===== src/rtl/dm_arbiter.sv =====
// rtl/dm_arbiter.sv - round-robin arbiter sharing the single-port data memory between two requesters
// Optional feature macro: DM_ARB_LOCK_EN (adds lock0/lock1 to keep priority with the current owner)
module dm_arbiter #(
    parameter int ADDR_W = 7,
    parameter int DATA_W = 32
) (
    input  logic              clk,
    input  logic              rstn,
    input  logic              req0,
    input  logic              req1,
    input  logic              we0,
    input  logic              we1,
    input  logic [ADDR_W-1:0] addr0,
    input  logic [ADDR_W-1:0] addr1,
    input  logic [DATA_W-1:0] wdata0,
    input  logic [DATA_W-1:0] wdata1,
`ifdef DM_ARB_LOCK_EN
    input  logic              lock0,
    input  logic              lock1,
`endif
    output logic              ack0,
    output logic              ack1,
    output logic [DATA_W-1:0] rdata,
    output logic              busy,
    output logic              dm_wr,
    output logic [ADDR_W-1:0] dm_addr,
    output logic [DATA_W-1:0] dm_din,
    input  logic [DATA_W-1:0] dm_dout
);

    typedef enum logic [1:0] {
        ST_IDLE   = 2'd0,
        ST_ACCESS = 2'd1,
        ST_RESP   = 2'd2
    } state_t;

    state_t state;
    state_t state_nxt;

    logic prio;
    logic owner;
    logic lat_we;
    logic gnt_any;
    logic gnt_sel;
    logic lock_own;

    // Port 1 wins when it is the only requester or when both request and it holds priority.
    always_comb begin
        gnt_any = req0 | req1;
        gnt_sel = req1 & (~req0 | prio);
    end

`ifdef DM_ARB_LOCK_EN
    always_comb begin
        lock_own = owner ? lock1 : lock0;
    end
`else
    always_comb begin
        lock_own = 1'b0;
    end
`endif

    always_ff @(posedge clk or negedge rstn) begin
        if (!rstn) begin
            state <= ST_IDLE;
        end else begin
            state <= state_nxt;
        end
    end

    always_comb begin
        state_nxt = state;
        case (state)
            ST_IDLE:   if (gnt_any) state_nxt = ST_ACCESS;
            ST_ACCESS: state_nxt = ST_RESP;
            ST_RESP:   state_nxt = ST_IDLE;
            default:   state_nxt = ST_IDLE;
        endcase
    end

    // Outputs decode from state only, so an asynchronous reset drops dm_wr at once.
    always_comb begin
        ack0  = 1'b0;
        ack1  = 1'b0;
        busy  = 1'b0;
        dm_wr = 1'b0;
        case (state)
            ST_ACCESS: begin
                busy  = 1'b1;
                dm_wr = lat_we;
            end
            ST_RESP: begin
                busy = 1'b1;
                ack0 = ~owner;
                ack1 = owner;
            end
            default: begin
                busy = 1'b0;
            end
        endcase
    end

    // dm_addr/dm_din double as the latched request, so they hold outside ACCESS.
    always_ff @(posedge clk or negedge rstn) begin
        if (!rstn) begin
            owner   <= 1'b0;
            lat_we  <= 1'b0;
            dm_addr <= '0;
            dm_din  <= '0;
        end else if (state == ST_IDLE && gnt_any) begin
            owner   <= gnt_sel;
            lat_we  <= gnt_sel ? we1 : we0;
            dm_addr <= gnt_sel ? addr1 : addr0;
            dm_din  <= gnt_sel ? wdata1 : wdata0;
        end
    end

    always_ff @(posedge clk or negedge rstn) begin
        if (!rstn) begin
            rdata <= '0;
        end else if (state == ST_ACCESS && !lat_we) begin
            rdata <= dm_dout;
        end
    end

    // A held lock in RESP overrides the round-robin flip made at the end of ACCESS.
    always_ff @(posedge clk or negedge rstn) begin
        if (!rstn) begin
            prio <= 1'b0;
        end else if (state == ST_ACCESS) begin
            prio <= ~owner;
        end else if (state == ST_RESP && lock_own) begin
            prio <= owner;
        end
    end

endmodule


===== config.mk =====
export PLATFORM = sky130hd
export DESIGN_NAME = dm_arbiter
export DESIGN_NICKNAME = d
export VERILOG_FILES = /design/src/rtl/dm_arbiter.sv
export SDC_FILE = /design/constraint.sdc
export NUM_CORES = 1
export LEC_CHECK = 0
export BUFFER_PORTS_ARGS = -buffer_cell sky130_fd_sc_hd__buf_2
export CAP_MARGIN = 20
export CORE_UTILIZATION = 40
export DETAILED_ROUTE_END_ITERATION = 8
export PLACE_DENSITY = 0.82
export SYNTH_ARGS = -nofsm -noshare
export SYNTH_HDL_FRONTEND = slang
export SYNTH_SLANG_ARGS = --single-unit

===== constraint.sdc =====
create_clock -name clk -period 1.4 [get_ports clk]
set_input_delay 0.14 -clock clk [delete_from_list [all_inputs] [get_ports clk]]
set_output_delay 0.14 -clock clk [all_outputs]
set_load 0.05 [all_outputs]

# Word-level counts from Yosys, hierarchy flattened
# Cells that the tools add are included.
[word_totals]
output_inout_bits = 75
wordCells = 29
ff_bits = 76
input_bits = 116
[op_classes]
eq_ne = 3
mux = 9
n_reduce_logical = 5
bitwise = 5
[op_table]
columns = ["op", "n"]
rows = [
  ["two-way mux 32 bit", 1],
  ["two-way mux 7 bit", 1],
  ["two-way mux 1 bit", 5],
  ["one-hot mux 2 bit (2 select lines)", 1],
  ["== test 2 x 1 -> 1 bit, second input constant", 1],
  ["== test 2 bit, second input constant", 1],
  ["logical AND 1 bit", 2],
  ["zero test 2 bit", 1],
  ["two-way mux 2 bit", 1],
  ["!= test 2 bit, second input constant", 1],
  ["inverter 1 bit", 2],
  ["OR 1 bit", 2],
  ["OR reduction 2 bit", 1],
  ["bitwise AND 1 bit", 1],
  ["zero test 1 bit", 1],
]

# Longest topological paths before layout
[depth]
ltp_word = 4
ltp_mapped = 7
mapped_depth_nobuf = 5

# Least setup slack after synthesis
# Ideal clock, no wire load.
[synth_timing]
path_type = "reg-to-reg"
start = "register state[1]"
end = "register rdata[10]"
slack_ns = -0.127
t_required_ns = 1.275
t_arrival_ns = 1.402
setup_time_ns = 0.125
path_buffers = 2
stages_incl_launch_ff = 7
synth_period_minus_slack_ns = 1.527
cell_sequence = "dfrtp_1 > inv_1 > ha_1 > nor2b_1 > buf_6 > buf_6 > mux2_2"
[synth_between]
elab_chain_cells = 2
[synth_lines]
columns = ["item", "line", "source"]
rows = [
  ["from (decl)", "37", "state_t state;"],
  ["from (signal assigned)", "67", "state <= state_nxt;"],
  ["== test 2 x 1 -> 1 bit", "121", "end else if (state == ST_ACCESS && !lat_we) begin"],
  ["logical AND 1 bit", "121", ""],
  ["to (signal assigned)", "122", "rdata <= dm_dout;"],
  ["to (decl)", "23", "output logic [DATA_W-1:0] rdata,"],
]
# No other way between the ends.
# A chain may end at the register's enable or synchronous reset.

# Final worst setup path
[layout_timing]
start = "register state[1]"
end = "register rdata[15]"
# Same word-level chain as after synthesis.

==> out/metrics.sh <==
REMAINING_DESIGN_RULE_VIOLATION_COUNT=0
SYNTH_CELL_TYPE_COUNT=21
GRT_ANTENNA_BEFORE_REPAIR=0
BUFFER_PORTS.INSERTED=190
MAX_SLEW.WORST_PIN.SLEW_NS=0.414
TIMING.CRITICAL_PATH.CELLS='inv_2, ha_4, nor2b_4, buf_12, mux2_2'
MAX_SLEW_MARGIN_PCT=72.4
NETLIST_AREA_MM2=0.00348
RSZ0062_AT_GRT='true'
VIOLATED_CHECKS='setup timing'
ROUTED-VIA-COUNT=3360
NUMBER_OF_ANTENNA_VIOLATING_NETS_IN_THE_ROUTED_DESIGN=0
TIMING.FINAL.SETUP_VIOLATIONS=79
CTS_ROOT_BUF='clkbuf_8'
PLACE_WORST_SETUP_SLACK_NS=-0.134
DESIGN.FINAL.NETS=652
STD_CELL_ROWS=33
CRITICAL-PATH-MAX-STAGE-DELAY_NS=0.40
FLOORPLAN.DIE_AREA_MM2=0.00908
GRT_MAX_DEGREE=77
DETAIL_ROUTE.WL_PER_CELL_UM=17.3
NETSWITCHINGPOWER_mW=7.98
DRT_FIRST_PASS_ITERS=4
CTS_SINKS=76
GRT_PASS1_VIAS=3054
POST_DRT_VIA_CELL_RATIO=5.24
CTS_TREE='built'
DESIGN.PORTCOUNT=191
NFILLCELLS=636
PATH_CLASS='flip-flop to flip-flop'
CTS_MADE_BUFFERS=9
GPL.FINAL_WEIGHTED_CONGESTION=0.779
SLOWEST_STAGE='dfrtp_1'
HPWLAFTERDP_MM=6.71
CORE_AREA_MM2=0.00830
GR-USAGE-ALL-LAYERS_PCT=20.4
PORTION_OF_THE_POST_SYNTHESIS_AREA_USED_BY_SEQUENTIAL_ELEMENTS_PCT=54.6
CLOCK_PATH_BUFFERS=2
SYNTH.YOSYS.WARNINGS=0
CPLARGESTDELAYFAMILY='flip-flops'
P_INT_mW=7.86
POWER.SHARE.SEQUENTIAL_PCT=25.6
DRT_FIRST_ITER_VIOLATIONS=140
SYN_INST=322
SYN_NETS=443
CLOCK_PIN_SLEW_REPORTED_FOR_THE_WORST_SETUP_AND_HOLD_PATHS_AFTER_CLOCK_TREE_SYNTHESIS_NS=0.09
WORSTPATHARRIVAL_NS=1.82
CRIT_PATH_MAX_FANOUT=16
CP.REQUIRED_NS=1.62
IRDROPWORSTVDD_mV=1.60
WORST_SKEW_PAIR.LATE_LATENCY_NS=0.35
GR-TOTAL-OVERFLOW=0
CAP_VIOL_MAX_COUNT=0
POWER.SHARE.COMBINATIONAL_PCT=62.5
FINAL_LAYOUT_SIZE_SUFFIX_GT1_SHARE_PCT=56.5
FIN_TNS_SETUP_NS=-7.68
INSERTEDDIODECOUNT=0
TIMING.FINAL.WS_SETUP_NS=-0.196
GRT_PASS1_WL_MM=14.2
STATIC-LEAKAGE-POWER_nW=2.55
AREA_DELTA_SYNTH_FINAL_PCT=54.9
TIMING.HOLD.WORST.CLASS='input pin to flip-flop'
WORST_SETUP_PATH_START_KIND='flip-flop'
RUN_STATUS='finished, violations left'
INITIAL_CORE_UTIL_PCT=41.9
POWER_PER_CELL_AREA_mW_PER_MM2=2940
ACHIEVABLE-FREQUENCY_GHz=0.626
DIE_H_UM=95.3
CTS_HTREE_LEVELS=3
DIE_WIDTH_UM=95.3
DRT_WL_TOTAL_MM=11.1
POWER.SHARE.CLOCK_PCT=11.8
MIN_PERIOD_OVER_PERIOD_PCT=114
TIMING.FINAL.HOLD_VIOLATIONS=0
TYPE_OF_DESTINATION_OF_THE_CRITICAL_PATH='flip-flop'
WORSTPATHBUFFERINVERTERCOUNT=2
NUMBER_OF_SLEW_LIMIT_VIOLATIONS_IN_THE_FINAL_REPORT=0
FINALCLOCKSKEW_NS=0.00831
P_SW_SHARE_PCT=50.4
PERIOD_MINUS_SLACK_NS=1.60
SYNTH.FF_LATCH_COUNT=76
SYNTH.AVG_CELL_AREA_UM2=10.8
## metal layers
metal,vias up,GRT usage [%],wire (µm)
met5,-,0,0
met4,0,7.45,140
met3,14,5.10,925
met2,188,35.5,5550
met1,1591,24.3,4460
li1,1567,-,-
## worst reg2reg max path: cells and delay by family (launching register included)
family / cells / cell delay (ns)
flops: 1 / 0.40
mux: 1 / 0.36
buf+inv: 2 / 0.32
simple gates: 1 / 0.25
fa+ha+maj: 1 / 0.15
## sequential cells by signal, summed over array words and instances (netlist names)
name     flops
dm_addr      7
dm_din      32
lat_we       1
owner        1
prio         1
rdata       32
state        2
## cells in the mapped netlist (all sizes together)
master  number  share of area (%)
nor2        41                4.4
dfrtp       76                 55
clkbuf       8                1.0
nand2b       1               0.18
ha           5                1.8
and2         2               0.36
nand3       41                5.9
and2b        1               0.22
inv          4               0.43
a31oi       40                7.2
nor2b        2               0.36
nor3b        1               0.22
a21oi        1               0.14
o21a         1               0.22
o21ai       41                5.9
buf         23                5.8
mux2        34                 11
## cell type report
cell class | count | area [µm²] | share of cell area (%)
inverter | 4 | 15.0 | 0.278
sequential | 76 | 1900 | 35.3
tap | 105 | 131 | 2.44
clock inverter | 7 | 98.8 | 1.83
clock buffer | 9 | 124 | 2.30
timing repair buffer | 229 | 1550 | 28.7
multi-input combinational | 211 | 1570 | 29.1
## power groups by stage
stage	sequential [mW]	combinational, mW	clock (mW)
floorplan	7.59	2.80	0
global placement	3.94	8.07	0
detailed placement	4.00	8.22	0
CTS	3.97	8.52	1.92
global route	4.20	10.4	2.01
finish	4.06	9.91	1.87
## placed cells by master, fill, tap and decap left out, types with 8 or more instances in the layout
master      n
buf_2     185
dfrtp_1    76
nand3_1    41
a31oi_1    37
o21ai_0    34
nor2_1     26
mux2_4     23
mux2_2     11
buf_12     11
buf_4      11
nor2_2      9
clkbuf_8    9
buf_6       8
## logic make-up after synthesis
kind of cell	Yosys count	synth area share (%)
flops	76	54.6
fa+ha+maj	5	1.80
simple gates	89	11.6
mux	34	11.2
buf+inv	35	7.26
compound gates	83	13.4
## worst paths after layout
check | start | endpoint | slack [ns] | cells past startpoint
min in group asynchronous | rstn | rdata[10] | 0.34 | 3
setup / recovery | state[1] | rdata[15] | -0.20 | 5
setup reg to reg | state[1] | rdata[15] | -0.20 | 5
hold / removal | dm_dout[25] | rdata[25] | 0.02 | 2
max in group asynchronous | rstn | dm_addr[5] | 0.72 | 3
hold reg to reg | rdata[0] | rdata[0] | 0.51 | 1
## stage by stage
stage | instances | hold WS, ns | power [mW] | area [µm²] | utilization, %
after CTS | 626 | 0.0000556 | 14.4 | 4950 | 59.7
after floorplan | 322 | -0.156 | 10.4 | 3540 | -
after detailed placement | 602 | 0.194 | 12.2 | 4580 | 55.1
final | 641 | 0.0231 | 15.8 | 5390 | 65.0
after global placement | 602 | 0.187 | 12.0 | 4580 | 55.1
after global routing | 641 | 0.00274 | 16.6 | 5390 | 65.0
## timing repair
| action | 4_1_cts | 5_1_grt |
|---|---|---|
| gates cloned | 0 | 9 |
| hold buffers | 5 | 1 |
| pin swaps | 2 | 0 |
| endpoints found under the hold margin | 80 | 1 |
| gates resized for setup | 20 | 51 |
| setup buffers | 3 | 5 |
| setup endpoints to repair | 79 | 75 |
Note: power is estimated with default switching activity, not from simulation.
